**src/rtl/sp_request_queue.sv**
```systemverilog
// rtl/sp_request_queue.sv - ordered scratchpad request queue with speculative-entry squash/commit
//
// Circular buffer between execute (matrix load/store/GEMM) and the scratchpad.
// Each entry carries a speculation bit; a speculative head is held back, and
// all speculative entries (always the youngest contiguous run) are dropped on
// a squash or committed on a resolve.
//
// Ports:
//   CLK, RST          clock, asynchronous active-high reset
//   wen/wdata/wspec   push request, 38-bit packed payload, issued-under-branch flag
//   full              queue holds DEPTH entries (registered)
//   spec_resolve      commit all speculative entries
//   spec_squash       drop all speculative entries
//   rvalid/rdata      head entry present and non-speculative / head payload
//   rready            scratchpad accepts the head entry
//   count             current occupancy
//   overflow          sticky: push attempted while full

module sp_request_queue #(
    parameter int DEPTH = 8,
    parameter int CW    = $clog2(DEPTH) + 1
) (
    input  logic          CLK,
    input  logic          RST,
    input  logic          wen,
    input  logic [37:0]   wdata,
    input  logic          wspec,
    output logic          full,
    input  logic          spec_resolve,
    input  logic          spec_squash,
    output logic          rvalid,
    output logic [37:0]   rdata,
    input  logic          rready,
    output logic [CW-1:0] count,
    output logic          overflow
);

    localparam int PW = $clog2(DEPTH);

    logic [37:0]    payload_q [DEPTH];
    logic [DEPTH-1:0] spec_q, spec_d;
    logic [PW-1:0]  head_q, head_d;
    logic [PW-1:0]  tail_q, tail_d;
    logic [CW-1:0]  count_q, count_d;
    logic [CW-1:0]  spec_cnt_q, spec_cnt_d;
    logic           overflow_q, overflow_d;

    logic           push_acc;
    logic           pop;
    logic           push_spec;
    logic [CW-1:0]  squash_amt;

    assign full     = (count_q == CW'(DEPTH));
    assign rvalid   = (count_q != '0) && !spec_q[head_q];
    assign rdata    = payload_q[head_q];
    assign count    = count_q;
    assign overflow = overflow_q;

    // A squash in the same cycle drops the push outright.
    assign push_acc = wen && !full && !spec_squash;
    assign pop      = rvalid && rready;

    // A non-speculative push behind speculative entries must stay behind them,
    // so it inherits speculation unless this cycle's resolve commits them.
    assign push_spec  = wspec || ((spec_cnt_q != '0) && !spec_resolve);
    assign squash_amt = spec_squash ? spec_cnt_q : '0;

    always_comb begin
        spec_d     = spec_q;
        head_d     = head_q + PW'(pop);
        // Truncation to PW bits gives the modulo-DEPTH rewind, including spec_cnt==DEPTH.
        tail_d     = tail_q + PW'(push_acc) - squash_amt[PW-1:0];
        count_d    = count_q + CW'(push_acc) - CW'(pop) - squash_amt;
        overflow_d = overflow_q | (wen && full && !spec_squash);
        spec_cnt_d = spec_cnt_q;

        // After a squash every surviving entry is non-speculative, so clearing
        // all bits is exact for both squash and resolve.
        if (spec_squash || spec_resolve) begin
            spec_d = '0;
        end
        if (push_acc) begin
            spec_d[tail_q] = push_spec;
        end

        if (spec_squash) begin
            spec_cnt_d = '0;
        end else if (spec_resolve) begin
            spec_cnt_d = CW'(push_acc && wspec);
        end else begin
            spec_cnt_d = spec_cnt_q + CW'(push_acc && push_spec);
        end
    end

    always_ff @(posedge CLK or posedge RST) begin
        if (RST) begin
            spec_q     <= '0;
            head_q     <= '0;
            tail_q     <= '0;
            count_q    <= '0;
            spec_cnt_q <= '0;
            overflow_q <= 1'b0;
        end else begin
            spec_q     <= spec_d;
            head_q     <= head_d;
            tail_q     <= tail_d;
            count_q    <= count_d;
            spec_cnt_q <= spec_cnt_d;
            overflow_q <= overflow_d;
        end
    end

    // Payload contents are don't-care after reset; occupancy gates their use.
    always_ff @(posedge CLK) begin
        if (push_acc) begin
            payload_q[tail_q] <= wdata;
        end
    end

endmodule

```
**config.mk**
```make
export PLATFORM = sky130hd
export DESIGN_NAME = sp_request_queue
export DESIGN_NICKNAME = d
export VERILOG_FILES = /design/src/rtl/sp_request_queue.sv
export SDC_FILE = /design/constraint.sdc
export NUM_CORES = 1
export LEC_CHECK = 0
export ABC_AREA = 1
export BUFFER_PORTS_ARGS = -buffer_cell sky130_fd_sc_hd__buf_2
export CORE_ASPECT_RATIO = 0.5
export CORE_MARGIN = 4
export CORE_UTILIZATION = 35
export DETAILED_ROUTE_END_ITERATION = 12
export PLACE_DENSITY = 0.56
export SYNTH_ARGS = -nofsm -noshare
export SYNTH_HDL_FRONTEND = slang
export SYNTH_SLANG_ARGS = --single-unit
```
**constraint.sdc**
```tcl
create_clock -name CLK -period 3.91 [get_ports CLK]
set_clock_uncertainty 0.15 [all_clocks]
set_input_delay 0.391 -clock CLK [delete_from_list [all_inputs] [get_ports CLK]]
set_output_delay 0.391 -clock CLK [all_outputs]
set_load 0.01 [all_outputs]
```
## Word-level counts from Yosys, hierarchy flattened

Memories as Yosys holds them, arrays and structs flattened.
Index checks and enable logic that the tools add are counted.

| cells by class | value |
|---|---|
| $add $sub $neg | 7 |
| $lt $le $gt $ge | 3 |
| equal/unequal tests | 1 |
| multiplexer cells | 12 |
| bitwise operators | 1 |
| reductions and logical operators | 18 |

Operators by type and width:

| kind | count |
|---|---|
| 8-bit two-way mux | 2 |
| 4-bit two-way mux | 3 |
| 1-bit logical AND | 10 |
| 4-bit by 1-bit adder with 4-bit output | 2 |
| 8-bit bitwise mux | 1 |
| 3-bit by 4-bit less-than comparator with 1-bit output (second input constant) | 2 |
| 4-bit nonzero test | 2 |
| 3-bit by 1-bit adder with 3-bit output | 2 |
| 4-bit equality test (second input constant) | 1 |
| 1-bit zero test | 4 |
| 1-bit two-way mux | 4 |
| 4-bit by 1-bit subtractor with 4-bit output | 1 |
| 4-bit subtractor | 1 |
| 1-bit binary-select mux with 3-bit select | 1 |
| 1-bit demux with 3-bit select | 1 |
| 3-bit by 1-bit greater-or-equal comparator with 1-bit output (second input constant) | 1 |
| 3-bit subtractor | 1 |
| 1-bit logical OR | 2 |
| 1-bit OR | 1 |

| word-level totals | value |
|---|---|
| flip-flop bits (word level) | 23 |
| memory bits (writable) | 304 |
| input bits | 45 |
| output and inout bits | 45 |
| logic and storage cells | 49 |
| memories | 1 |

Memory list:

| memory | words | bits a word | rd ports | clocked after memory_dff | write ports | RTL line | text |
|---|---|---|---|---|---|---|---|
| payload_q | 8 | 38 | 1 | 0 | 1 | 40 | `logic [37:0] payload_q [DEPTH];` |

## Depth between registers and ports, before layout

| depth | value |
|---|---|
| word-level depth | 8 |
| depth in mapped cells | 19 |
| depth with buffers taken out | 17 |

## Worst setup path after synthesis

OpenSTA, ideal clock, no wires.

| timing path | value |
|---|---|
| path kind | reg2reg |
| from | register head_q[0] |
| to | register count_q[3], in the netlist count[3] |
| setup time | 116 ps |
| arrival time | 2,948 ps |
| required time | 3,644 ps |
| path slack | 696 ps |
| stages on the path, launching flop included | 19 |
| path buffers | 2 |
| period minus slack after synthesis | 3,214 ps |
| cells stage by stage | dfrtp_1 buf_6 inv_4 buf_6 nand2_1 nand3_1 nand3_1 nand3_1 nor2_1 fa_1 fa_1 inv_1 ha_1 fa_1 xnor2_1 nand2b_1 nand2_1 nand2_1 nand2_1 |

| on the way | value |
|---|---|
| cells in the longest elaborated chain, start to end | 7 |

RTL lines:

| what | RTL line | text |
|---|---|---|
| from (decl) | 42 | `logic [PW-1:0] head_q, head_d;` |
| from (signal assigned) | 98 | `head_q <= '0;` |
| from (signal assigned) | 105 | `head_q <= head_d;` |
| 1-bit binary-select mux with 3-bit select | 54 | `assign rvalid = (count_q != '0) && !spec_q[head_q];` |
| 1-bit two-way mux (not written as such) | 54 |  |
| 1-bit zero test | 54 |  |
| 1-bit logical AND | 54 |  |
| 1-bit logical AND | 61 | `assign pop = rvalid && rready;` |
| 4-bit by 1-bit subtractor with 4-bit output | 73 | `count_d = count_q + CW'(push_acc) - CW'(pop) - squash_amt;` |
| 4-bit subtractor | 73 |  |
| named net count_d[3] | 44 | `logic [CW-1:0] count_q, count_d;` |
| to (signal assigned) | 107 | `count_q <= count_d;` |
| to (decl) | 44 |  |

The timed path passes the listed nets, and every way through them passes these cells. The select of a mux whose other input is x is not followed.

## Worst setup path after layout

| timing path | value |
|---|---|
| from | register head_q[0] |
| to | output port rdata[30] |

| on the way | value |
|---|---|
| cells in the longest elaborated chain, start to end | 1 |

RTL lines:

| what | RTL line | text |
|---|---|---|
| memory 8 x 38 bit | - |  |
| to (decl) | 32 | `output logic [37:0] rdata,` |

Every way passes these cells.

==> qor.yml <==
status:
  outcome: "completed"
detailed_routing:
  first_pass_iters: 6
  wl_per_cell_um: 18.42
  remaining_drc_errors: 0
  drt_wl_total_um: 30520
  drt_iter0_markers: 673
  vias_per_cell: 4.998
  vias: 8281
  ant_nets: 0
finish:
  final_nets: 1208
  n_antenna_cell: 0
  syn_to_final_growth_pct: 16.67
  layout-drive-gt1-share: 0.1373
  mostFrequentLayoutCells: "edfxtp_1 (304), nor2_1 (161), nand2_1 (159), o21ai_0 (92), buf_2 (89)"
  mostFrequentLayoutCell: "edfxtp_1"
  fillers: 3322
clock_tree:
  cts-root-buf: "clkbuf_16"
  clockBufferDepth: 3
  clk_pin_slew_ns: 0.06
  cts.sinks: 327
  post_cts_buffers: 0
  cts_max_level: 1
  clk_latency_ns: 0.55
  cts_buffers: 30
  tritoncts: "built"
timing:
  setup_tns_ns: 0
  relSlewSlack: 0.2105
  maxSlewViolCount: 0
  worst_pin_slew_ns: 1.184
  finalCritPeriodShare: 0.9167
  finalSetupViolCount: 0
  rsz0062_at_grt: "no"
  hold_viol_final: 0
  layout_setup_ws_ns: 0.3258
  fmax_ghz: 0.2790
  fin_crit_ns: 3.584
setup_path:
  slowest_delay_ns: 0.70
  arrival_ns: 3.04
  crit_slowest_cell: "buf_4"
  critical-path-top-delay-family: "buffers and inverters"
  crit_path_cell_trace: "buf_4, buf_4, o21ai_0, o22ai_1, nand2_1, nand2_1, buf_2"
  endpoint_kind: "primary output"
  worstPathMaxFanout: 70
  critPathBufInv: 3
  critPathKind: "register to primary output"
  worstSetupStartpointType: "register"
  crit_required_ns: 3.37
placed_design:
  place.port_buffers: 89
  pre_cts_ws_ns: 0.6597
  globalplace.congestion: 0.7580
  hpwl_um: 15610
yosys:
  syn_area_sq_um: 13150
  synth.yosys.warnings: 0
  yosys-top-cells-area: "edfxtp_1 (69%), nor2_1 (4.6%), nand2_1 (4.5%)"
  ys_types: 27
  synth_top_area_frac: 0.6945
  yosysTopAreaCell: "edfxtp_1"
  ys_ff_latch: 327
  synthCells: 1028
  synth_nets: 1086
  syn_avg_cell_area_sq_um: 12.79
  yosysSeqAreaShare: 0.7382
global_routing:
  grt_pass1_wl_um: 47130
  antenna_found_initial: 0
  track_usage: 0.1461
  grt_start_max_net_pins: 103
  grt_pass1_vias: 8450
  overflow: 0
floorplan:
  core_sq_um: 36480
  die_x_um: 282.1
  start_util: 0.3603
  io_pins: 90
  die_area_sq_um: 40910
  die-height_um: 145.0
  rows: 49
power:
  p_leak_nw: 5.475
  power_density_nw_per_um2: 709.4
  ir_worst_vdd_mv: 0.5371
flow_run:
  maxCapViolCount: 0
min_path:
  hp-class: "input port to register"
kinds of logic (layout without fill, tap and decap cells):
kind of cell | after synthesis | after routing | synth area share
AND/OR/NAND/NOR | 344 | 344 | 0.1013
buffers and inverters | 95 | 240 | 0.04169
XOR/XNOR | 6 | 6 | 0.003998
AO/OA/AOI/OAI | 243 | 243 | 0.1001
adder cells (fa/ha/maj) | 13 | 13 | 0.01466
flip-flops | 327 | 327 | 0.7382
sequential cells by signal (all words and copies together) (netlist names):
| name | cells |
|---|---|
| count | 4 |
| head_q | 3 |
| overflow | 1 |
| payload_q | 304 |
| spec_cnt_q | 4 |
| spec_q | 8 |
| tail_q | 3 |
synthesized netlist by cell type, drive strengths merged:
master,instances
and2,1
xor2,4
inv,32
fa,4
nand2,159
o21ai,163
nand3,14
dfrtp,23
clkbuf,24
a21o,2
a21oi,2
nand2b,1
ha,9
edfxtp,304
xnor2,2
buf,39
nor2,169
o22ai,76
metal layers:
metal  global-route usage  vias up  wire length (um)  part of all wire
li1                     -     3929                 -                 -
met1               0.1922     4166             13640              0.45
met2               0.2568      155             15280              0.50
met3              0.02665       31              1217             0.040
met4              0.02618        0               380             0.012
met5                    0        -                 0                 0
metrics by stage:
stage / utilization / hold slack, ns / total power, mW / area (sq um) / std cells
5_1_grt: 0.4204 / 0.07320 / 11.59 / 15340 / 1657
2_1_floorplan: - / 0.2429 / 7.010 / 13150 / 1028
3_5_place_dp: 0.3835 / 0.2939 / 8.187 / 13990 / 1559
4_1_cts: 0.4204 / 0.04735 / 11.01 / 15340 / 1657
6_report: 0.4204 / 0.07194 / 10.88 / 15340 / 1657
3_3_place_gp: 0.3835 / 0.2848 / 8.090 / 13990 / 1559
cell type report:
class | instances | area [sq um] | area share
clock buffer | 45 | 807.0 | 0.05262
inverter | 32 | 122.6 | 0.007995
sequential | 327 | 9711 | 0.6332
multi-input combinational | 606 | 2935 | 0.1914
tap | 484 | 605.6 | 0.03949
clock inverter | 10 | 108.9 | 0.007098
timing repair buffer | 153 | 1046 | 0.06821
worst min-delay path: stages:
cell and delay [ns]:
buf_2 0.07, inv_1 0.03, nor2_1 0.12, a21o_1 0.13
where the power goes:
part	internal [mW]	switching [mW]	total [mW]
combinational	1.22	2.59	3.82
clock	1.56	1.22	2.78
sequential	4.16	0.122	4.28
total	6.94	3.94	10.9
worst paths after layout:
| path | depth (start not counted) | from | slack, ns | end |
|---|---|---|---|---|
| worst min-delay path | 4 | wen | 0.07 | overflow |
| min in group asynchronous | 3 | RST | 0.45 | spec_cnt_q[0] |
| worst max-delay path | 7 | head_q[0] | 0.33 | rdata[30] |
| worst min register to register | 1 | overflow | 0.30 | overflow |
| max in group asynchronous | 3 | RST | 2.45 | head_q[0] |
| worst max register to register | 16 | head_q[0] | 0.64 | count[3] |
what timing repair did:
action	4_1_cts	5_1_grt
resized for setup	0	0
hold buffers	43	0
endpoints found under the hold margin	329	0
No activity file was read; power rests on OpenSTA's default activity.
